**src/rtl/packet_assembler.sv**
```systemverilog
// packet_assembler: captures reward-stage packet fields, waits for the packet's timeslot and
// serializes it on a valid/ready word stream. Optional trailing XOR checksum: PKT_CHECKSUM_EN.
module packet_assembler #(
    parameter int WORD_WIDTH = 16
) (
    input  logic                  clk,
    input  logic                  nrst,
    input  logic                  load,
    input  logic [2:0]            rPacketType,
    input  logic [WORD_WIDTH-1:0] rSourceID,
    input  logic [WORD_WIDTH-1:0] rDestinationID,
    input  logic [WORD_WIDTH-1:0] rSourceHops,
    input  logic [WORD_WIDTH-1:0] rQValue,
    input  logic [WORD_WIDTH-1:0] rEnergyLeft,
    input  logic [WORD_WIDTH-1:0] rChosenCH,
    input  logic [WORD_WIDTH-1:0] rHopsFromCH,
    input  logic [5:0]            rTimeslot,
    input  logic                  frameStart,
    input  logic                  slotTick,
    input  logic                  txReady,
    output logic [WORD_WIDTH-1:0] txData,
    output logic                  txValid,
    output logic                  txLast,
    output logic                  busy,
    output logic                  done,
    output logic [7:0]            dropCount
);

    typedef enum logic [1:0] {
        IDLE,
        WAIT_SLOT,
        SEND,
        DONE
    } state_e;

    typedef struct packed {
        logic [2:0]            ptype;
        logic [5:0]            timeslot;
        logic [WORD_WIDTH-1:0] source_id;
        logic [WORD_WIDTH-1:0] dest_id;
        logic [WORD_WIDTH-1:0] source_hops;
        logic [WORD_WIDTH-1:0] q_value;
        logic [WORD_WIDTH-1:0] energy_left;
        logic [WORD_WIDTH-1:0] chosen_ch;
        logic [WORD_WIDTH-1:0] hops_from_ch;
    } pkt_t;

    localparam logic [2:0] TYPE_HEARTBEAT = 3'b000;
    localparam logic [2:0] TYPE_INVALID   = 3'b111;

`ifdef PKT_CHECKSUM_EN
    localparam logic [3:0] LAST_IDX_HB   = 4'd6;
    localparam logic [3:0] LAST_IDX_FULL = 4'd8;
`else
    localparam logic [3:0] LAST_IDX_HB   = 4'd5;
    localparam logic [3:0] LAST_IDX_FULL = 4'd7;
`endif

    state_e                state_q, state_d;
    pkt_t                  pkt_q, pkt_d;
    logic [3:0]            idx_q, idx_d;
    logic [5:0]            slot_cnt_q, slot_cnt_d;
    logic [7:0]            drop_q, drop_d;

    logic [WORD_WIDTH-1:0] words [8];
    logic [WORD_WIDTH-1:0] cur_word;
    logic [3:0]            last_idx;
    logic                  rejected;

    always_comb begin
        words[0] = {pkt_q.ptype, {(WORD_WIDTH-9){1'b0}}, pkt_q.timeslot};
        words[1] = pkt_q.source_id;
        words[2] = pkt_q.dest_id;
        words[3] = pkt_q.source_hops;
        words[4] = pkt_q.q_value;
        words[5] = pkt_q.energy_left;
        words[6] = pkt_q.chosen_ch;
        words[7] = pkt_q.hops_from_ch;
    end

    always_comb begin
        last_idx = (pkt_q.ptype == TYPE_HEARTBEAT) ? LAST_IDX_HB : LAST_IDX_FULL;
        cur_word = '0;
        if (!idx_q[3]) begin
            cur_word = words[idx_q[2:0]];
        end
`ifdef PKT_CHECKSUM_EN
        begin
            logic [WORD_WIDTH-1:0] csum;
            csum = words[0] ^ words[1] ^ words[2] ^ words[3] ^ words[4] ^ words[5];
            if (pkt_q.ptype != TYPE_HEARTBEAT) begin
                csum = csum ^ words[6] ^ words[7];
            end
            if (idx_q == last_idx) begin
                cur_word = csum;
            end
        end
`endif
    end

    // NOTE: every always_comb output gets a default first so no path leaves it unassigned (no latch).
    always_comb begin
        state_d    = state_q;
        pkt_d      = pkt_q;
        idx_d      = idx_q;
        drop_d     = drop_q;
        slot_cnt_d = slot_cnt_q;

        if (frameStart) begin
            slot_cnt_d = '0;
        end else if (slotTick) begin
            slot_cnt_d = slot_cnt_q + 6'd1;
        end

        rejected = load && ((state_q != IDLE) || (rPacketType == TYPE_INVALID));
        if (rejected && (drop_q != 8'hFF)) begin
            drop_d = drop_q + 8'd1;
        end

        case (state_q)
            IDLE: begin
                if (load && (rPacketType != TYPE_INVALID)) begin
                    pkt_d = '{ptype:        rPacketType,
                              timeslot:     rTimeslot,
                              source_id:    rSourceID,
                              dest_id:      rDestinationID,
                              source_hops:  rSourceHops,
                              q_value:      rQValue,
                              energy_left:  rEnergyLeft,
                              chosen_ch:    rChosenCH,
                              hops_from_ch: rHopsFromCH};
                    idx_d   = '0;
                    state_d = WAIT_SLOT;
                end
            end
            WAIT_SLOT: begin
                if (slot_cnt_q == pkt_q.timeslot) begin
                    state_d = SEND;
                end
            end
            SEND: begin
                // Index only moves on an accepted word, which keeps txData stable under stall.
                if (txReady) begin
                    if (idx_q == last_idx) begin
                        idx_d   = '0;
                        state_d = DONE;
                    end else begin
                        idx_d = idx_q + 4'd1;
                    end
                end
            end
            DONE:    state_d = IDLE;
            default: state_d = IDLE;
        endcase
    end

    // NOTE: sequential state uses non-blocking assignments so all flops sample the same pre-edge values.
    // NOTE: the holding registers are ordinary flops, so they are cleared by reset like the rest of the state.
    always_ff @(posedge clk or negedge nrst) begin
        if (!nrst) begin
            state_q    <= IDLE;
            pkt_q      <= '0;
            idx_q      <= '0;
            slot_cnt_q <= '0;
            drop_q     <= '0;
        end else begin
            state_q    <= state_d;
            pkt_q      <= pkt_d;
            idx_q      <= idx_d;
            slot_cnt_q <= slot_cnt_d;
            drop_q     <= drop_d;
        end
    end

    // Outputs decode registered state only: no combinational path from txReady.
    assign txValid   = (state_q == SEND);
    assign txLast    = txValid && (idx_q == last_idx);
    assign txData    = txValid ? cur_word : '0;
    assign busy      = (state_q != IDLE);
    assign done      = (state_q == DONE);
    assign dropCount = drop_q;

endmodule

```
**config.mk**
```make
export PLATFORM = sky130hd
export DESIGN_NAME = packet_assembler
export DESIGN_NICKNAME = d
export VERILOG_FILES = /design/src/rtl/packet_assembler.sv
export SDC_FILE = /design/constraint.sdc
export NUM_CORES = 1
export LEC_CHECK = 0
export ABC_AREA = 1
export BUFFER_PORTS_ARGS = -buffer_cell sky130_fd_sc_hd__buf_2
export CORE_MARGIN = 8
export CORE_UTILIZATION = 50
export DETAILED_ROUTE_END_ITERATION = 10
export GPL_TIMING_DRIVEN = 0
export PLACE_DENSITY = 0.74
export SLEW_MARGIN = 20
export SYNTH_ARGS = -nofsm -noshare
export SYNTH_HDL_FRONTEND = slang
export SYNTH_SLANG_ARGS = --single-unit
```
**constraint.sdc**
```tcl
create_clock -name clk -period 5 [get_ports clk]
set_input_delay 0.25 -clock clk [delete_from_list [all_inputs] [get_ports clk]]
set_output_delay 0.25 -clock clk [all_outputs]
set_load 0.03 [all_outputs]
```
* Yosys cells after proc, flatten, opt, wreduce, memory -nomap -nowiden
Index checks and enable logic that the tools add are counted.
** Word-level totals
- Register bits after elaboration :: 141
- Bits of input ports :: 127
- Output and inout port bits :: 28
- Word-level logic and storage cells :: 60
** Cells by class
- Add/sub/neg operators :: 3
- Order comparisons :: 1
- Equality and inequality tests :: 12
- Multiplexer cells :: 17
- Bitwise gates (word level) :: 1
- Reductions and logical operators :: 13
** Operators with widths (count)
- 16-bit two-way mux :: 4
- 16-bit binary-select mux with 3-bit select :: 1
- 4-bit two-way mux :: 3
- 6-bit two-way mux :: 2
- 2-bit two-way mux :: 5
- 8-bit by 1-bit adder with 8-bit output, second input constant :: 1
- 8-bit inequality test, second input constant :: 1
- 2-bit one-hot mux with 4 select lines :: 1
- 4-bit one-hot mux with 2 select lines :: 1
- 6-bit by 1-bit adder with 6-bit output, second input constant :: 1
- 6-bit equality test :: 1
- 2-bit inequality test, second input constant :: 3
- 2-bit nonzero test :: 3
- 4-bit by 1-bit adder with 4-bit output, second input constant :: 1
- 2-bit equality test, second input constant :: 2
- 4-bit by 3-bit equality test with 1-bit output :: 1
- 4-bit >= comparator, second input constant :: 1
- 1-bit logical AND :: 4
- 3-bit inverter with 4-bit output :: 1
- 4-bit AND reduction :: 1
- 3-bit equality test, second input constant :: 1
- 3-bit zero test :: 1
- 3-bit inequality test, second input constant :: 1
- 3-bit AND reduction :: 1
- 5 further kinds :: 5

* Longest topological paths before layout
Gate-level depths: netlist (run 1).
- Depth after elaboration :: 6
- Mapped depth :: 9
- Mapped depth without buffers :: 9

* Worst setup path before layout (run 1)
No wires, ideal clock.
- Path type :: reg-to-output
- Start :: reg state_q[0]
- End :: out txData[14]
- Arrival time :: 1.936 ns
- Data required time :: 4.750 ns
- Slack :: 2.814 ns
- Stages on the path, launching flop included :: 8
- Buffers on the path :: 1
- Cells stage by stage :: dfrtp_1 > inv_1 > ha_1 > inv_2 > nor2_2 > buf_2 > nand2_1 > a31oi_1
** On the way
- Word-level cells in the longest chain between the ends :: 2
** Ends and longest elaborated chain
- start, declared :: RTL line 59 : state_e state_q, state_d;
- start signal, assigned :: RTL line 167 : state_q <= state_d;
- 2-bit equality test :: RTL line 176 : assign txValid = (state_q == SEND);
- via txValid :: RTL line 22 : output logic txValid,
- 16-bit two-way mux :: RTL line 178 : assign txData = txValid ? cur_word : '0;
- end, declared :: RTL line 21 : output logic [WORD_WIDTH-1:0] txData,
The timed path passes the listed nets, and every way through them passes these cells.

* Worst setup path in the final report (run 1)
- Start :: reg idx_q[1]
- End :: out txData[11]
** On the way
- Word-level cells in the longest chain between the ends :: 6
** Ends and longest elaborated chain
- start, declared :: RTL line 61 : logic [3:0] idx_q, idx_d;
- start signal, assigned :: RTL line 169 : idx_q <= idx_d;
- 3-bit inverter with 4-bit output (not written as such) :: RTL line 85 : cur_word = words[idx_q[2:0]];
- 16-bit binary-select mux with 3-bit select :: RTL line 85
- 16-bit two-way mux (not written as such) (2 in a row) :: RTL line 85
- 16-bit two-way mux :: RTL line 84 : if (!idx_q[3]) begin
- 16-bit two-way mux :: RTL line 178
No other way between the ends. The select of a mux whose other input is x is not followed.

==> results of run 1 <==
## state kept, by name, indices dropped and copies added (netlist names)
| name | cells |
|---|---|
| pkt_q | 121 |
| dropCount | 8 |
| slot_cnt_q | 6 |
| idx_q | 4 |
| state_q | 2 |
## synthesized netlist by cell type, drive strengths merged
cell type,number
nand4,4
nor3,3
o22ai,9
xnor2,2
inv,30
nor2,104
buf,24
nand2,56
or2,2
a31oi,1
xor2,7
dfrtp,141
clkbuf,12
o21ai,96
a21oi,32
nand3,14
ha,7
mux2,114
## through the flow
| stage | area, um2 | cells | setup slack (ns) | utilization (%) | hold slack, ns |
|---|---|---|---|---|---|
| after CTS | 8942 | 1030 | 2.202 | 62.23 | 0.006159 |
| after global routing | 8942 | 1030 | 2.059 | 62.23 | 0.02362 |
| after floorplan | 7288 | 658 | 2.814 | - | -0.04559 |
| final | 8945 | 1031 | 2.197 | 62.25 | 0.02339 |
| after global placement | 8289 | 996 | 1.665 | 57.69 | 0.4467 |
| after detailed placement | 8327 | 997 | 2.715 | 57.95 | 0.1570 |
## timing repair
action,4_1_cts,5_1_grt
buffers inserted,0,0
hold buffers,1,0
endpoints found under the hold margin,40,0
## cells by family (layout without fill, tap and decap cells)
kind of cell | Yosys count | after routing
AO/OA/AOI/OAI | 138 | 138
XOR/XNOR | 9 | 9
adder cells (fa/ha/maj) | 7 | 7
buffers and inverters | 66 | 254
flip-flops | 141 | 141
multiplexers | 114 | 114
other | 0 | 1
AND/OR/NAND/NOR | 183 | 183
## layer usage
metal | GRT usage (%) | up-vias | part of all wire (%)
li1 | - | 2589 | -
met1 | 28.18 | 2671 | 44
met2 | 33.83 | 205 | 46
met3 | 6.571 | 40 | 7.5
met4 | 8.908 | 2 | 2.6
met5 | 0 | - | 0.045
## critical path, stage by stage (launching register included)
cell and delay [ns]:
dfrtp_1 0.35, buf_2 0.21, clkbuf_1 0.42, o21ai_0 0.18, o21ai_0 0.37, o21ai_0 0.14, a21oi_1 0.21, buf_2 0.24
## power by group through the flow
stage / Sequential, mW / Combinational (mW) / Clock [mW]
after CTS: 2.03 / 2.42 / 1.32
final: 2.04 / 2.41 / 1.30
after detailed placement: 2.03 / 2.40 / 0
after global placement: 2.02 / 2.34 / 0
after floorplan: 1.97 / 1.83 / 0
after global routing: 2.10 / 2.61 / 1.37
## final timing paths
kind	from	endpoint	slack, ns	depth (start not counted)
min in group asynchronous	nrst	slot_cnt_q[0]	0.30	2
setup / recovery	idx_q[1]	txData[11]	2.20	7
hold / removal	frameStart	slot_cnt_q[2]	0.02	2
max in group asynchronous	nrst	pkt_q[44]	3.91	3
setup reg to reg	state_q[0]	pkt_q[53]	3.24	8
hold reg to reg	pkt_q[93]	pkt_q[93]	0.51	1
## final cells by class
| class | count | area [um2] | share of cell area [%] |
|---|---|---|---|
| Sequential cell | 141 | 3528 | 39.45 |
| Multi-Input combinational cell | 451 | 3301 | 36.90 |
| Timing Repair Buffer | 156 | 818.3 | 9.148 |
| Clock buffer | 19 | 452.9 | 5.064 |
| Buffer | 36 | 346.6 | 3.875 |
| Tap cell | 184 | 230.2 | 2.574 |
| Clock inverter | 13 | 152.6 | 1.707 |
| Inverter | 30 | 112.6 | 1.259 |
| Antenna cell | 1 | 2.502 | 0.02798 |
==> impl_results.md, run 1 <==
- Pre-antenna DRT Iters: 5
- Clock power share: 22.6%
- Setup TNS: 0 ns
- Main combinational cell family by area after synthesis: multiplexers
- Slew at the pin closest to its max-slew limit: around 0.57 ns
- Core area: ~0.014 mm2
- Critical Path End Type: output port
- DIE AREA: ~0.019 mm2
- Final Critical Period: 2.803 ns
- RSZ-0062 raised after global routing: no
- Max VDD drop: 0.3337 mV
- Status: finished, final reports clean
- Fillers: between 1000 and 1500
- Worst-path clk slew: 0.06 ns
- Global route overflow: 0
- Sw Pwr: 2.057 mW
- Fmax: around 0.36 GHz
- Mapped Area: 0.007288 mm2
- Final hold vios: 0
- Synth Area in Compound Gates: 9.700%
- Worst EP arrival: between 2 and 3 ns
- Post-CTS sizing: 0
- WL/cell: 19.21 um
- Rel. slew slack: 62.14%
- Seq/Total Area, Yosys: 48.41%
- Net Sw Frac: 35.76%
- Crit path max fanout: 10
- Kind of critical path: flip-flop to output port
- Total Power: 5.752 mW
- Final WL: 19800 um
- Max Cap Violations: 0
- Synth Net Count: 792
- Synth area leader: dfrtp_1
- Most frequent cells in the layout: buf_2 (161), dfrtp_1 (141), mux2_4 (106)
- Hpwl dp: 14650 um
- Max Buffers Root-to-Sink: 2
- Routed vias/inst: 5.341
- # IOs: 155
- Leak: 4.601 nW
- Largest net degree at the start of global routing: 102
- Cell variety after synth: 31
- First-pass GRT wire length: 31010 um
- Setup crit start kind: flip-flop
- Ys Warns: 0
- TritonCTS Sinks: 141
- #FFs+latches synth: 141
- Synth Area in Simple Gates: between 10% and 20%
- Depth of the CTS H-tree: 4
- Final nets: 967
- Antenna violations before repair: 2
- Post-synth top area share: roughly 48%
- Initial core utilization: 50.72%
- Int Pwr: 3.695 mW
- Xor/xnor cell area share of the yosys netlist: under 10%
- Avg Cell Area, Syn: roughly 11 um2
- Number of global-route vias before repair: 5848
- First DRT Iteration DRCs: between 300 and 400
- Most common cell after layout, fill and taps aside: buf_2
- Die Width: about 140 um
- Post-DRT Antenna Nets: 0
- Synth area leaders: dfrtp_1 (48%), mux2_4 (22%), o21ai_0 (6.3%), nor2_1 (5.3%), buf_12 (3.0%)
- Port Buffer Count: roughly 150
- Required @ worst endpoint: 4.75 ns
- Final setup violation count: 0
- Residual DRC: 0
- Layout cells sized above 1: 39.72%
- Adder-Cell Fraction of Synth Area: approximately 1.2%
- Path type of the worst min-delay path: input port to flip-flop
- Multiplexer share of the synthesized area: about 23%
- Die Span Y: about 140 um
- Global-route usage over all layers: 21.90%
- CTS root buffer: clkbuf_16
- Tcrit/Tclk final: around 56%
- CTS tree: done
- Seq pwr share: 35.5%
- Gp weighted congestion: 0.8228
- Area Growth Syn to Fin: 22.73%
- DR vias: 5507
- Combinational share of power: between 40% and 50%
- Post-synthesis instance total: 658
- Slew Viols, Final: 0
- Worst Skew: 0.008476 ns
- Clk_lat worst skew: 0.43 ns
- Row count: 44
- PD cells: 643.1 mW/mm2
- CTS buffer count: 17
Note: power is estimated with default switching activity, not from simulation.
==> inputs of run 2 (changes only) <==
ABC_AREA = 0   (was 1)
CORE_UTILIZATION = 49   (was 50)
PLACE_DENSITY = 0.77   (was 0.74)
clock period = 2.3 ns   (was 5 ns; I/O delays follow)
==> impl_results.md, run 2 <==
- Critical Path End Type: output port (unchanged)
- Initial core utilization: 49.82% (was 50.72%)
- Area Growth Syn to Fin: 45.89% (was 22.73%)
- Final nets: 890 (was 967)
- RSZ-0062 raised after global routing: yes (was no)
- Crit-path cells: buf_8 > buf_8 > mux4_2 > mux2i_1 > nor2_1 > buf_2 (was buf_2 > clkbuf_1 > o21ai_0 > o21ai_0 > o21ai_0 > a21oi_1 > buf_2)
- R2r startpoint: state_q[1] (was state_q[0])
- Hpwl dp: 12540 um (was 14650 um)
- Worst EP arrival: 2.17 ns (was 2.55 ns)
- Hold WS: 0.03072 ns (was 0.02339 ns)
- Fmax: 0.4381 GHz
- Path type of the worst min-delay path: input port to flip-flop (unchanged)
- Post-route insts no fill: 948 (was 1031)
- Post-synthesis instance total: 454 (was 658)
- Crit-path leading delay family: multiplexers (was compound AO/OA/AOI/OAI gates)
- Avg Cell Area, Syn: 14.47 um2 (was 11.08 um2)
- Die Span Y: 131.8 um (was 136.7 um)
- Max VDD drop: 0.7181 mV (was 0.3337 mV)
- Leak: 4.305 nW (was 4.601 nW)
- Count leader, synth: dfrtp_1 (unchanged)
- Worst path slowest cell: mux4_2 (was clkbuf_1)
- # IOs: 155 (unchanged)
- Required @ worst endpoint: 2.18 ns (was 4.75 ns)
- Post-DRT Antenna Nets: 0 (unchanged)
- Max Cap Violations: 0 (unchanged)
- Antenna violations before repair: 3 (was 2)
- Cells after DPL: 785 (was 997)
- Worst-path clk slew: 0.06 ns (about the same)
- Ys async rst share: 100.0% (unchanged)
- Slew at the pin closest to its max-slew limit: 0.5437 ns (was 0.5679 ns)
- Tcrit/Tclk final: 99.24%
- Final hold vios: 0 (unchanged)
- Layout cells sized above 1: 49.15% (was 39.72%)
- Most common cell after layout, fill and taps aside: buf_2 (unchanged)
- Gp weighted congestion: 0.8225 (was 0.8228)
- Min-Delay Startpoint: slotTick (was frameStart)
- Final Critical Period: around 2.3 ns
- Row count: 42 (was 44)
- Rel. slew slack: 63.51% (was 62.14%)
- PD cells: 1326 mW/mm2 (was 643.1 mW/mm2)
- Final setup violation count: 0 (unchanged)
- Buffers & Inverters on Critical Path: 3 (unchanged)
- Synth area leaders: dfrtp_1 (54%), mux2_2 (21%), mux4_2 (8.6%), mux2i_1 (2.7%), xnor2_1 (1.5%) (was dfrtp_1 (48%), mux2_4 (22%), o21ai_0 (6.3%), nor2_1 (5.3%), buf_12 (3.0%))
- Cell mode on critical path: buf_8 (was o21ai_0)
- Most common library cells after synthesis: dfrtp_1 (141), mux2_2 (122), mux4_2 (25), nor2_1 (25), mux2i_1 (18) (was dfrtp_1 (141), mux2_4 (106), nor2_1 (102), o21ai_0 (92), nand2_1 (53))
- Top FF cell, synth: dfrtp_1 (unchanged)
- Port Buffer Count: 154 (unchanged)
- Status: finished, final reports clean (unchanged)
- TritonCTS Sinks: 141 (unchanged)
- Critical Path Source: idx_q[0] (was idx_q[1])
- CTS buffer count: 17 (unchanged)
- First DRT Iteration DRCs: 289 (was 319)
- First-pass GRT wire length: 32240 um (was 31010 um)
- Global-route usage over all layers: 24.24% (was 21.90%)
- #FFs+latches synth: 141 (unchanged)
- Most frequent cells in the layout: buf_2 (164), dfrtp_1 (141), dlygate4sd3_1 (123) (was buf_2 (161), dfrtp_1 (141), mux2_4 (106))
- Synth Net Count: 588 (was 792)
- DIE AREA: 0.01737 mm2 (was 0.01870 mm2)
- Largest stage delay on the critical path: 0.56 ns (was 0.42 ns)
- Ys Warns: 0 (unchanged)
- Global route overflow: 0 (unchanged)
- Post-synth EDFFs: 0 (unchanged)
- Seq/Total Area, Yosys: 53.69% (was 48.41%)
- Setup crit start kind: flip-flop (unchanged)
- WL/cell: 22.35 um (was 19.21 um)
- Clk_lat worst skew: 0.42 ns (was 0.43 ns)
- CTS root buffer: clkbuf_16 (unchanged)
- Largest Register: pkt_q (unchanged)
- Die Width: 131.8 um (was 136.7 um)
- Depth of the CTS H-tree: 4 (unchanged)
- Core area: 0.01319 mm2 (was 0.01437 mm2)
- Max reg flops: 121 (unchanged)
- CTS tree: done (unchanged)
- Pre-antenna DRT Iters: 5 (unchanged)
- Fin util: 72.68% (was 62.25%)
- Worst Skew: 0.008783 ns (was 0.008476 ns)
- Slew Viols, Final: 0 (unchanged)
- Cell variety after synth: 41 (was 31)
- Kind of critical path: flip-flop to output port (unchanged)
- Max Buffers Root-to-Sink: 2 (unchanged)
- DR vias: 5199 (was 5507)
- Mapped Area: 0.006571 mm2 (was 0.007288 mm2)
- Number of global-route vias before repair: 5886 (was 5848)
- Routed vias/inst: 5.484 (was 5.341)
- Residual DRC: 0 (unchanged)
- Final WL: 21190 um (was 19800 um)
- Largest net degree at the start of global routing: 96 (was 102)
- Synth area leader: dfrtp_1 (unchanged)
- Crit path max fanout: 10 (unchanged)
- Post-synth top area share: 53.69% (was 48.41%)
run 2: cell types whose count changed after synthesis, sizes merged, moves of 7 or more:
cell / change
xnor2: +9
o21ai: -92
nand3: -11
o22ai: -8
nor2: -79
inv: -25
mux2i: +18
mux2: +9
a21oi: -16
mux4: +25
a211oi: +7
nand2: -46
run 2: stage by stage:
stage	TNS [ns]	total power, mW	cell area, um2	setup slack, ns
3_5_place_dp	0	9.297	7600	0.1934
5_1_grt	-0.2454	13.28	9587	-0.04531
3_3_place_gp	-107.43	9.060	7562	-0.7728
2_1_floorplan	0	7.902	6571	0.3306
6_report	0	12.71	9587	0.01756
4_1_cts	0	12.35	9489	0.001282
run 2: final cells by class:
class                      count  area (um2)
multi-input combinational    281        2924
inverter                       5       18.77
sequential                   141        3528
tap                          176       220.2
timing repair buffer         283        2105
clock inverter                11       116.4
antenna                        3       7.507
buffer                        27       196.4
clock buffer                  21       470.5
fill                         796        3603
run 2: final timing paths:
check / to / slack, ns / cells after the start
worst max-delay path: txData[13] / 0.02 / 6
worst min-delay path: slot_cnt_q[0] / 0.03 / 3
worst max register to register: pkt_q[116] / 0.21 / 6
worst min register to register: dropCount[5] / 0.50 / 1
max in group asynchronous: pkt_q[105] / 1.35 / 3
min in group asynchronous: pkt_q[31] / 0.18 / 2
run 2: report_power, final:
part	internal [mW]	total, mW	switching, mW
logic	2.82	5.50	2.68
registers	3.68	4.48	0.795
clock network	1.67	2.73	1.06
run 2: kinds of logic (layout without fill, tap and decap cells):
group / after synthesis / count (layout) / synth area share [%]
buffers and inverters: 32 / 347 / 2.418
AND/OR/NAND/NOR: 53 / 53 / 3.961
AO/OA/AOI/OAI: 38 / 38 / 3.884
adder cells (fa/ha/maj): 7 / 7 / 1.333
other: 0 / 3 / 0
XOR/XNOR: 17 / 17 / 2.266
multiplexers: 166 / 166 / 32.44
flip-flops: 141 / 141 / 53.69
run 2: what timing repair did:
item | 4_1_cts | 5_1_grt
pin swaps | 0 | 1
resized for setup | 22 | 12
buffers inserted | 0 | 4
cloned | 0 | 1
hold buffers | 123 | 0
endpoints found under the hold margin | 173 | 0
setup endpoints to repair | 16 | 15
run 2: per-layer routing:
metal | GRT usage, % | up-vias | wire length (um)
li1 | - | 2271 | -
met1 | 26.22 | 2651 | 8083
met2 | 42.92 | 213 | 11300
met3 | 6.288 | 64 | 991
met4 | 12.64 | 0 | 816
met5 | 0 | - | 0
run 2: worst reg2reg max path, delay by kind of cell (launching register included):
family	cells	cell delay [ns]
multiplexers	1	0.39
flip-flops	1	0.44
adder cells (fa/ha/maj)	1	0.25
buffers and inverters	3	0.70
AND/OR/NAND/NOR	1	0.19
==> inputs of run 3 (changes only) <==
CORE_UTILIZATION = 50   (was 49)
PLACE_DENSITY = 0.75   (was 0.77)
clock period = 2.7 ns   (was 2.3 ns; I/O delays follow)
==> impl_results.md, run 3 (same netlist as run 2, synthesis figures left out) <==
- Status: finished, final reports clean (unchanged)
- Hpwl dp: 12310 um (was 12540 um)
- Core area: 0.01303 mm2 (was 0.01319 mm2)
- Crit path max fanout: 10 (unchanged)
- Fin util: 72.93% (was 72.68%)
- Gp weighted congestion: 0.8200 (was 0.8225)
- Max Cap Violations: 0 (unchanged)
- Post-DRT Antenna Nets: 0 (unchanged)
- Final WL: 19490 um (was 21190 um)
- Global-route usage over all layers: 24.37% (was 24.24%)
- Max Buffers Root-to-Sink: 2 (unchanged)
- Slew at the pin closest to its max-slew limit: 0.7688 ns (was 0.5437 ns)
- Setup WS pre-CTS: 0.5801 ns (was 0.1934 ns)
- DR vias: 5021 (was 5199)
- Tcrit/Tclk final: 93.83%
- Routed vias/inst: 5.336 (was 5.484)
- Pre-antenna DRT Iters: 6 (was 5)
- Sequential cell area: 0.003528 mm2 (unchanged)
- PD cells: 1137 mW/mm2 (was 1326 mW/mm2)
- Clk_lat worst skew: 0.43 ns (was 0.42 ns)
- Kind of critical path: flip-flop to output port (unchanged)
- Row count: 42 (unchanged)
- Leak: 4.266 nW (was 4.305 nW)
- Critical Path End Type: output port (unchanged)
- First-pass GRT wire length: 30660 um (was 32240 um)
- Die Span Y: 130.6 um (was 131.8 um)
- Postcts setup bufs: 0 (unchanged)
- Fmax: 0.3947 GHz
- Rel. slew slack: 48.75% (was 63.51%)
- Setup crit start kind: flip-flop (unchanged)
- Worst EP arrival: 2.40 ns (was 2.17 ns)
- Worst Skew: 0.006429 ns (was 0.008783 ns)
- Max reg flops: 121 (unchanged)
- TritonCTS Sinks: 141 (unchanged)
- Largest Register: pkt_q (unchanged)
- RSZ-0062 raised after global routing: no (was yes)
- Reg2Reg Capture Point: pkt_q[91] (was pkt_q[116])
- Final setup violation count: 0 (unchanged)
- Area of the multi-input gates: 0.002889 mm2 (was 0.002924 mm2)
- Post-route insts no fill: 941 (was 948)
- CTS root buffer: clkbuf_16 (unchanged)
- Depth of the CTS H-tree: 4 (unchanged)
- Number of global-route vias before repair: 5713 (was 5886)
- Worst-path clk slew: 0.06 ns (about the same)
- Layout cells sized above 1: 47.18% (was 49.15%)
- Slew Viols, Final: 0 (unchanged)
- Hold depth: 3 (unchanged)
- Final WS setup: 0.1666 ns (was 0.01756 ns)
- Fillers: 864 (was 796)
- Area Growth Syn to Fin: 44.63% (was 45.89%)
- CTS buffer count: 17 (unchanged)
- Max VDD drop: 0.7074 mV (was 0.7181 mV)
- Most common cell after layout, fill and taps aside: buf_2 (unchanged)
- Min-Delay Startpoint: slotTick (unchanged)
- DIE AREA: 0.01707 mm2 (was 0.01737 mm2)
- CTS tree: done (unchanged)
- Path type of the worst min-delay path: input port to flip-flop (unchanged)
- Hold path endpoint: slot_cnt_q[0] (unchanged)
- Final Critical Period: 2.533 ns
- Required @ worst endpoint: 2.57 ns (was 2.18 ns)
- Register-to-register setup slack: 0.67 ns (was 0.21 ns)
- WL/cell: 20.71 um (was 22.35 um)
- Setup TNS: 0 ns (unchanged)
- First DRT Iteration DRCs: 310 (was 289)
- Residual DRC: 0 (unchanged)
- Antenna violations before repair: 2 (was 3)
- Cells after DPL: 785 (unchanged)
- Die Width: 130.6 um (was 131.8 um)
- Port Buffer Count: 154 (unchanged)
- R2r startpoint: state_q[0] (was state_q[1])
- Final nets: 884 (was 890)
- Global route overflow: 0 (unchanged)
- R2R cell count: 6 (unchanged)
- Largest net degree at the start of global routing: 102 (was 96)
- # IOs: 155 (unchanged)
- Final hold vios: 0 (unchanged)
- Initial core utilization: 50.42% (was 49.82%)
- Most frequent cells in the layout: buf_2 (168), dfrtp_1 (141), dlygate4sd3_1 (123) (was buf_2 (164), dfrtp_1 (141), dlygate4sd3_1 (123))
run 3: cell types whose count changed in the layout (fill, tap and decap cells not counted), moves of 2 or more:
cell / before / now
clkinv_2: 5 / 2
clkbuf_1: 2 / 7
buf_8: 3 / 1
a211oi_2: 5 / 1
bufinv_16: 2 / 5
buf_4: 7 / 3
a211oi_1: 2 / 6
buf_2: 164 / 168
buf_12: 2 / 0
clkbuf_2: 5 / 0
run 3: area by class of cell:
class	count	share of cell area, %
Sequential cell	141	37.12
Timing Repair Buffer	278	21.46
Buffer	26	1.422
Tap cell	176	2.317
Antenna cell	2	0.05266
Multi-Input combinational cell	281	30.40
Clock inverter	10	1.935
Inverter	5	0.1975
Clock buffer	22	5.095
run 3: worst max path at each step:
stage               depth (start not counted)       start  slack, ns    endpoint
detailed placement                          8    idx_q[0]       0.58   txData[8]
floorplan                                   5  state_q[0]       0.71  txData[10]
CTS                                         8    idx_q[0]       0.11   txData[8]
global route                                6    idx_q[0]       0.03  txData[13]
finish                                      6    idx_q[1]       0.17   txData[3]
global placement                            1        nrst      -0.38   pkt_q[73]
run 3: critical path, cell delays in order, from the launching register on:
cell	delay, ns
dfrtp_1	0.37
buf_6	0.15
clkbuf_1	0.52
mux4_2	0.46
mux2i_1	0.18
nor2_1	0.08
buf_2	0.20
run 3: through the flow:
| stage | cell area (um2) | hold slack [ns] | power, mW |
|---|---|---|---|
| floorplan | 6571 | -0.1606 | 6.731 |
| global placement | 7562 | 0.3668 | 7.725 |
| detailed placement | 7600 | 0.04323 | 7.913 |
| CTS | 9499 | 0.04046 | 10.70 |
| global route | 9504 | 0.06766 | 11.33 |
| finish | 9504 | 0.04517 | 10.80 |
run 3: metal layers:
layer	share of wire (%)	routed length [um]	vias up	track usage, %
li1	-	-	2257	-
met1	38	7355	2544	27.43
met2	53	10350	169	42.13
met3	6.0	1168	51	6.006
met4	3.2	617	0	12.76
met5	0	0	-	0
run 3: power breakdown:
| part | internal (mW) | leakage, nW | switching (mW) |
|---|---|---|---|
| registers | 3.14 | 1.69 | 0.635 |
| clock network | 1.74 | 0.322 | 0.909 |
| logic | 2.23 | 2.25 | 2.15 |
| total | 7.11 | 4.27 | 3.70 |
run 3: what timing repair did:
item,CTS,global route
gates resized for setup,0,1
hold buffers,123,0
endpoints found under the hold margin,167,0
endpoints found under the setup margin,0,5
